===== src/rtl/load_store_unit.sv =====
// Data-memory initiator: one load/store at a time, read-modify-write for sub-word stores.
// Optional build macro MISALIGN_TRAP_EN turns misaligned half/word accesses into error responses.
module load_store_unit #(
  parameter int unsigned RAM_LATENCY = 1,
  parameter bit          WORD_ADDR   = 1'b1
) (
  input  logic        clk,
  input  logic        rst_n,
  input  logic        req_valid,
  output logic        req_ready,
  input  logic        req_write,
  input  logic [1:0]  req_size,
  input  logic        req_unsigned,
  input  logic [31:0] req_addr,
  input  logic [31:0] req_wdata,
  output logic        rsp_valid,
  output logic [31:0] rsp_rdata,
  output logic        rsp_err,
  output logic        mem_we,
  output logic [31:0] mem_addr,
  output logic [31:0] mem_wdata,
  input  logic [31:0] mem_rdata,
  output logic        busy
);

  typedef enum logic [1:0] {IDLE, RD_WAIT, WRITE, RESP} state_t;

  localparam logic [1:0] LAT_LAST = 2'(RAM_LATENCY - 1);

  state_t      state_q, state_d;
  logic [1:0]  cnt_q;
  logic [1:0]  off_q;
  logic [1:0]  size_q;
  logic        uns_q;
  logic        write_q;
  logic        err_q;
  logic [31:0] wdata_q;

  logic        accept;
  logic        misalign;
  logic        req_err;
  logic [1:0]  req_off;
  logic        rd_done;
  logic [4:0]  sh;
  logic [31:0] lane;
  logic [31:0] ext;
  logic [31:0] mask;
  logic [31:0] repl;
  logic [31:0] merged;

  assign accept = req_valid && (state_q == IDLE);

`ifdef MISALIGN_TRAP_EN
  assign misalign = ((req_size == 2'b01) && req_addr[0]) ||
                    ((req_size == 2'b10) && (req_addr[1:0] != 2'b00));
`else
  assign misalign = 1'b0;
`endif

  assign req_err = (req_size == 2'b11) || misalign;
  // Low address bits below the access size are dropped so lanes stay naturally aligned.
  assign req_off = (req_size == 2'b10) ? 2'b00 :
                   (req_size == 2'b01) ? {req_addr[1], 1'b0} : req_addr[1:0];
  assign rd_done = (state_q == RD_WAIT) && (cnt_q == LAT_LAST);

  assign sh   = {off_q, 3'b000};
  assign lane = mem_rdata >> sh;

  always_comb begin
    ext = lane;
    case (size_q)
      2'b00:   ext = uns_q ? {24'h0, lane[7:0]}  : {{24{lane[7]}}, lane[7:0]};
      2'b01:   ext = uns_q ? {16'h0, lane[15:0]} : {{16{lane[15]}}, lane[15:0]};
      default: ext = lane;
    endcase
  end

  assign mask   = (size_q == 2'b00) ? (32'h0000_00FF << sh) : (32'h0000_FFFF << sh);
  assign repl   = (size_q == 2'b00) ? {4{wdata_q[7:0]}} : {2{wdata_q[15:0]}};
  assign merged = (mem_rdata & ~mask) | (repl & mask);

  always_comb begin
    state_d = state_q;
    case (state_q)
      IDLE: begin
        if (accept) begin
          if (req_err)                                state_d = RESP;
          else if (req_write && (req_size == 2'b10)) state_d = WRITE;
          else                                        state_d = RD_WAIT;
        end
      end
      RD_WAIT: if (rd_done) state_d = write_q ? WRITE : RESP;
      WRITE:   state_d = RESP;
      RESP:    state_d = IDLE;
      default: state_d = IDLE;
    endcase
  end

  always_ff @(posedge clk or negedge rst_n) begin
    if (!rst_n) state_q <= IDLE;
    else        state_q <= state_d;
  end

  always_ff @(posedge clk or negedge rst_n) begin
    if (!rst_n) begin
      cnt_q     <= '0;
      off_q     <= '0;
      size_q    <= '0;
      uns_q     <= 1'b0;
      write_q   <= 1'b0;
      err_q     <= 1'b0;
      wdata_q   <= '0;
      mem_addr  <= '0;
      mem_wdata <= '0;
      rsp_rdata <= '0;
    end else begin
      case (state_q)
        IDLE: begin
          if (accept) begin
            cnt_q   <= '0;
            off_q   <= req_off;
            size_q  <= req_size;
            uns_q   <= req_unsigned;
            write_q <= req_write;
            err_q   <= req_err;
            wdata_q <= req_wdata;
            if (req_err) begin
              rsp_rdata <= '0;
            end else begin
              mem_addr <= WORD_ADDR ? {2'b00, req_addr[31:2]} : {req_addr[31:2], 2'b00};
              if (req_write && (req_size == 2'b10)) mem_wdata <= req_wdata;
            end
          end
        end
        RD_WAIT: begin
          if (!rd_done)     cnt_q     <= cnt_q + 2'd1;
          else if (write_q) mem_wdata <= merged;
          else              rsp_rdata <= ext;
        end
        WRITE:   rsp_rdata <= '0;
        default: ;
      endcase
    end
  end

  assign mem_we    = (state_q == WRITE);
  assign rsp_valid = (state_q == RESP);
  assign rsp_err   = (state_q == RESP) && err_q;
  assign req_ready = (state_q == IDLE);
  assign busy      = (state_q != IDLE);

endmodule


===== config.mk =====
export PLATFORM = sky130hd
export DESIGN_NAME = load_store_unit
export DESIGN_NICKNAME = d
export VERILOG_FILES = /design/src/rtl/load_store_unit.sv
export SDC_FILE = /design/constraint.sdc
export NUM_CORES = 1
export LEC_CHECK = 0
export ABC_AREA = 1
export BUFFER_PORTS_ARGS = -buffer_cell sky130_fd_sc_hd__buf_2
export CAP_MARGIN = 0
export CELL_PAD_IN_SITES_DETAIL_PLACEMENT = 1
export CELL_PAD_IN_SITES_GLOBAL_PLACEMENT = 2
export CORE_MARGIN = 5
export CORE_UTILIZATION = 28
export CTS_CLUSTER_DIAMETER = 80
export DETAILED_ROUTE_END_ITERATION = 6
export GPL_TIMING_DRIVEN = 0
export PLACE_DENSITY = 0.86
export REMOVE_ABC_BUFFERS = 1
export SKIP_CTS_REPAIR_TIMING = 1
export SLEW_MARGIN = 20
export SYNTH_ARGS = -nofsm -noshare
export SYNTH_HDL_FRONTEND = slang
export SYNTH_SLANG_ARGS = --single-unit

===== constraint.sdc =====
create_clock -name clk -period 1.8 [get_ports clk]
set_input_delay 0.27 -clock clk [delete_from_list [all_inputs] [get_ports clk]]
set_output_delay 0.27 -clock clk [all_outputs]
set_load 0.02 [all_outputs]

==> flow_summary.json <==
{
  "hold_viol_final": 0,
  "drt_wl_total_um": 28070,
  "core_mm2": 0.02333,
  "power_leakage_nw": 5.234,
  "pwr-share-comb_pct": 55.5,
  "hold_class": "in -> reg",
  "gp_congestion": 0.7782,
  "clockRootBuffer": "clkbuf_16",
  "fin_crit_sh_pct": 101.0,
  "path_buf_inv": 5,
  "synth_seq_area_share_pct": 46.04,
  "final_cell_mix": "329 x nand2_1, 199 x buf_2, 120 x inv_1, 117 x dfrtp_1, 69 x o21ai_0",
  "final_cells": 1501,
  "grt_use_met2_pct": 28.85,
  "violations": "negative setup slack",
  "maxCapViolCount": 0,
  "synth_seq_cells": 121,
  "design.die.area_mm2": 0.02665,
  "antenna_found_initial": 10,
  "powerDensity_mw_per_mm2": 2043,
  "grt_most_used_layer": "met2",
  "p_sw_mw": 9.212,
  "grt_overflow": 0,
  "cts_tree": "yes",
  "ir_worst_vdd_v": 0.0008212,
  "synthToLayoutAreaGrowth_pct": 41.99,
  "worst_pin_slew_ns": 0.5071,
  "vias_per_cell": 4.692,
  "drt_first_iter_violations": 399,
  "grt_pass1_wl_um": 37000,
  "die_w_um": 163.3,
  "drt_pass1_iterations": 5,
  "end_kind": "flop",
  "critical_path_required_ns": 2.11,
  "dp_cells": 1415,
  "htree_levels": 4,
  "grt_max_degree": 88,
  "numCtsBuffers": 17,
  "final_common_cell": "nand2_1",
  "crit_arrival_ns": 2.13,
  "syn_area_mm2": 0.006576,
  "crit_top_cell": "nand2_1",
  "die_h_um": 163.3,
  "regToRegStartpoint": "state_q[1]",
  "worst_path_largest_cell_delay_ns": 0.41,
  "clk_pin_slew_ns": 0.06,
  "path_delay_family": "buffers and inverters",
  "cp-start-kind": "flop",
  "met1_usage_pct": 22.11,
  "layout-drive-gt1-share_pct": 28.54,
  "power_frac_seq_pct": 25.0,
  "num_rows": 56,
  "finClkSkew_ns": 0.009130,
  "slew_viol_final": 0,
  "ys_warn_count": 0,
  "grt.total_usage_pct": 17.62,
  "rsz0062_at_grt": "yes",
  "timing_worst_setup_path_type": "reg -> reg",
  "hold_start": "req_addr[22]",
  "post-route-min-period_ns": 1.818,
  "switching_share_pct": 48.29,
  "start_util_pct": 28.19,
  "status": "complete, but fails checks",
  "power.share.clock_pct": 19.6,
  "cp_cell_sequence": "inv_2 -> ha_4 -> buf_4 -> nand2_8 -> nor2_4 -> buf_6 -> clkinvlp_4 -> buf_12 -> nand2_1 -> nand2_1",
  "setup_violations": 18,
  "synth_area_per_cell_um2": 6.996,
  "fin_nets": 1276,
  "ant_nets": 0,
  "num_vias": 7042,
  "grt_pass1_vias": 6918,
  "p_int_mw": 9.863,
  "dp_hpwl_um": 17530,
  "numPortBuffers": 201,
  "cp_max_fo": 15,
  "fin_ws_ns": -0.01815,
  "fmax_mhz": 550.0,
  "insertion_delay_ns": 0.42,
  "hold_slack_ns": 0.04942,
  "cts.sinks": 121,
  "cts_buffer_depth": 2,
  "synth_cells": 940,
  "drc": 0,
  "io_pins": 204,
  "ys_types": 26,
  "gr-usage-met3_pct": 6.889,
  "avgRoutedWirePerCell_um": 18.70,
  "startpoint": "state_q[1]",
  "slew_headroom_pct": 66.19,
  "critical-path-slowest-cell": "dfrtp_1"
}
path summary, 6_finish.rpt:
kind | endpoint | slack, ns | cells past startpoint
min | mem_addr[20] | 0.05 | 3
max reg2reg | mem_addr[5] | -0.02 | 10
max | mem_addr[5] | -0.02 | 10
min in group asynchronous | rsp_rdata[18] | 0.33 | 2
min reg2reg | mem_addr[17] | 0.46 | 2
max in group asynchronous | off_q[1] | 0.65 | 3
synth_stat cells:
library cell	count	share of area, %
a21boi_1	11	1.3
a21oi_1	33	2.5
a31oi_1	2	0.19
buf_1	3	0.17
buf_2	20	1.5
buf_4	6	0.68
buf_6	1	0.17
clkbuf_1	19	1.1
clkinv_1	1	0.057
conb_1	1	0.057
dfrtp_1	121	46
ha_1	5	0.95
inv_1	124	7.1
inv_2	7	0.40
nand2_1	343	20
nand2_2	3	0.29
nand3_1	63	4.8
nand3_2	3	0.46
nand3_4	2	0.53
nand4_2	1	0.19
nor2_1	70	4.0
nor2_2	1	0.095
nor2_4	1	0.17
o21ai_0	69	5.3
o21ai_1	25	1.9
o31ai_1	5	0.57
state kept, by name, indices dropped and copies added (netlist names):
register,count
uns_q,1
off_q,2
rsp_rdata,32
mem_wdata,32
size_q,2
state_q,2
cnt_q,2
err_q,1
wdata_q,16
write_q,1
mem_addr,30
stage by stage:
stage | setup TNS (ns) | util (%) | area, um2 | setup slack (ns) | total power, mW
final | -0.1799 | 40.02 | 9338 | -0.01815 | 19.07
after global placement | -436.49 | 33.20 | 7746 | -3.366 | 12.45
after CTS | -94.32 | 36.44 | 8503 | -1.570 | 17.08
after global routing | -5.757 | 40.02 | 9338 | -0.1108 | 20.46
after detailed placement | -91.52 | 33.72 | 7868 | -1.556 | 13.27
after floorplan | -130.86 | - | 6341 | -1.856 | 10.09
power groups by stage:
stage | logic, mW | clock network [mW] | registers [mW]
finish | 10.6 | 3.73 | 4.77
detailed placement | 8.45 | 0 | 4.82
CTS | 8.49 | 3.80 | 4.79
global route | 11.6 | 3.94 | 4.92
global placement | 7.75 | 0 | 4.70
floorplan | 4.23 | 0 | 5.86
cell families (layout without fill, tap and decap cells):
| kind of cell | Yosys count | in the layout | synth area share (%) |
|---|---|---|---|
| other | 1 | 3 | 0.05702 |
| AOI/OAI and AO/OA | 145 | 145 | 11.68 |
| DFF | 121 | 121 | 46.04 |
| buffers and inverters | 181 | 410 | 11.17 |
| and+or+nand+nor | 487 | 498 | 30.10 |
| adders and majority gates | 5 | 5 | 0.9513 |
metal layers:
layer  routed length (um)  vias up
met2                13370      212
li1                     -     3387
met3                 2234       43
met5                   98        -
met4                  323       18
met1                12050     3382
layout make-up:
type                    instances  area [um2]
inverters                     132       529.3
multi-input cells             650        3174
flip-flops and latches        121        3035
repair buffers                244        1546
clock inverters                14       196.4
diodes                          1       2.502
repair inverters                2       15.01
well taps                     319       399.1
fillers                      2960       13990
clock buffers                  18       439.2
worst reg2reg max path, delay by kind of cell, from the launching register on:
family / cells / cell delay [ns]
adder cells (fa/ha/maj): 1 / 0.22
buffers and inverters: 5 / 0.69
flip-flops: 1 / 0.41
AND/OR/NAND/NOR: 4 / 0.38
Power figures use the tool's default switching activity.
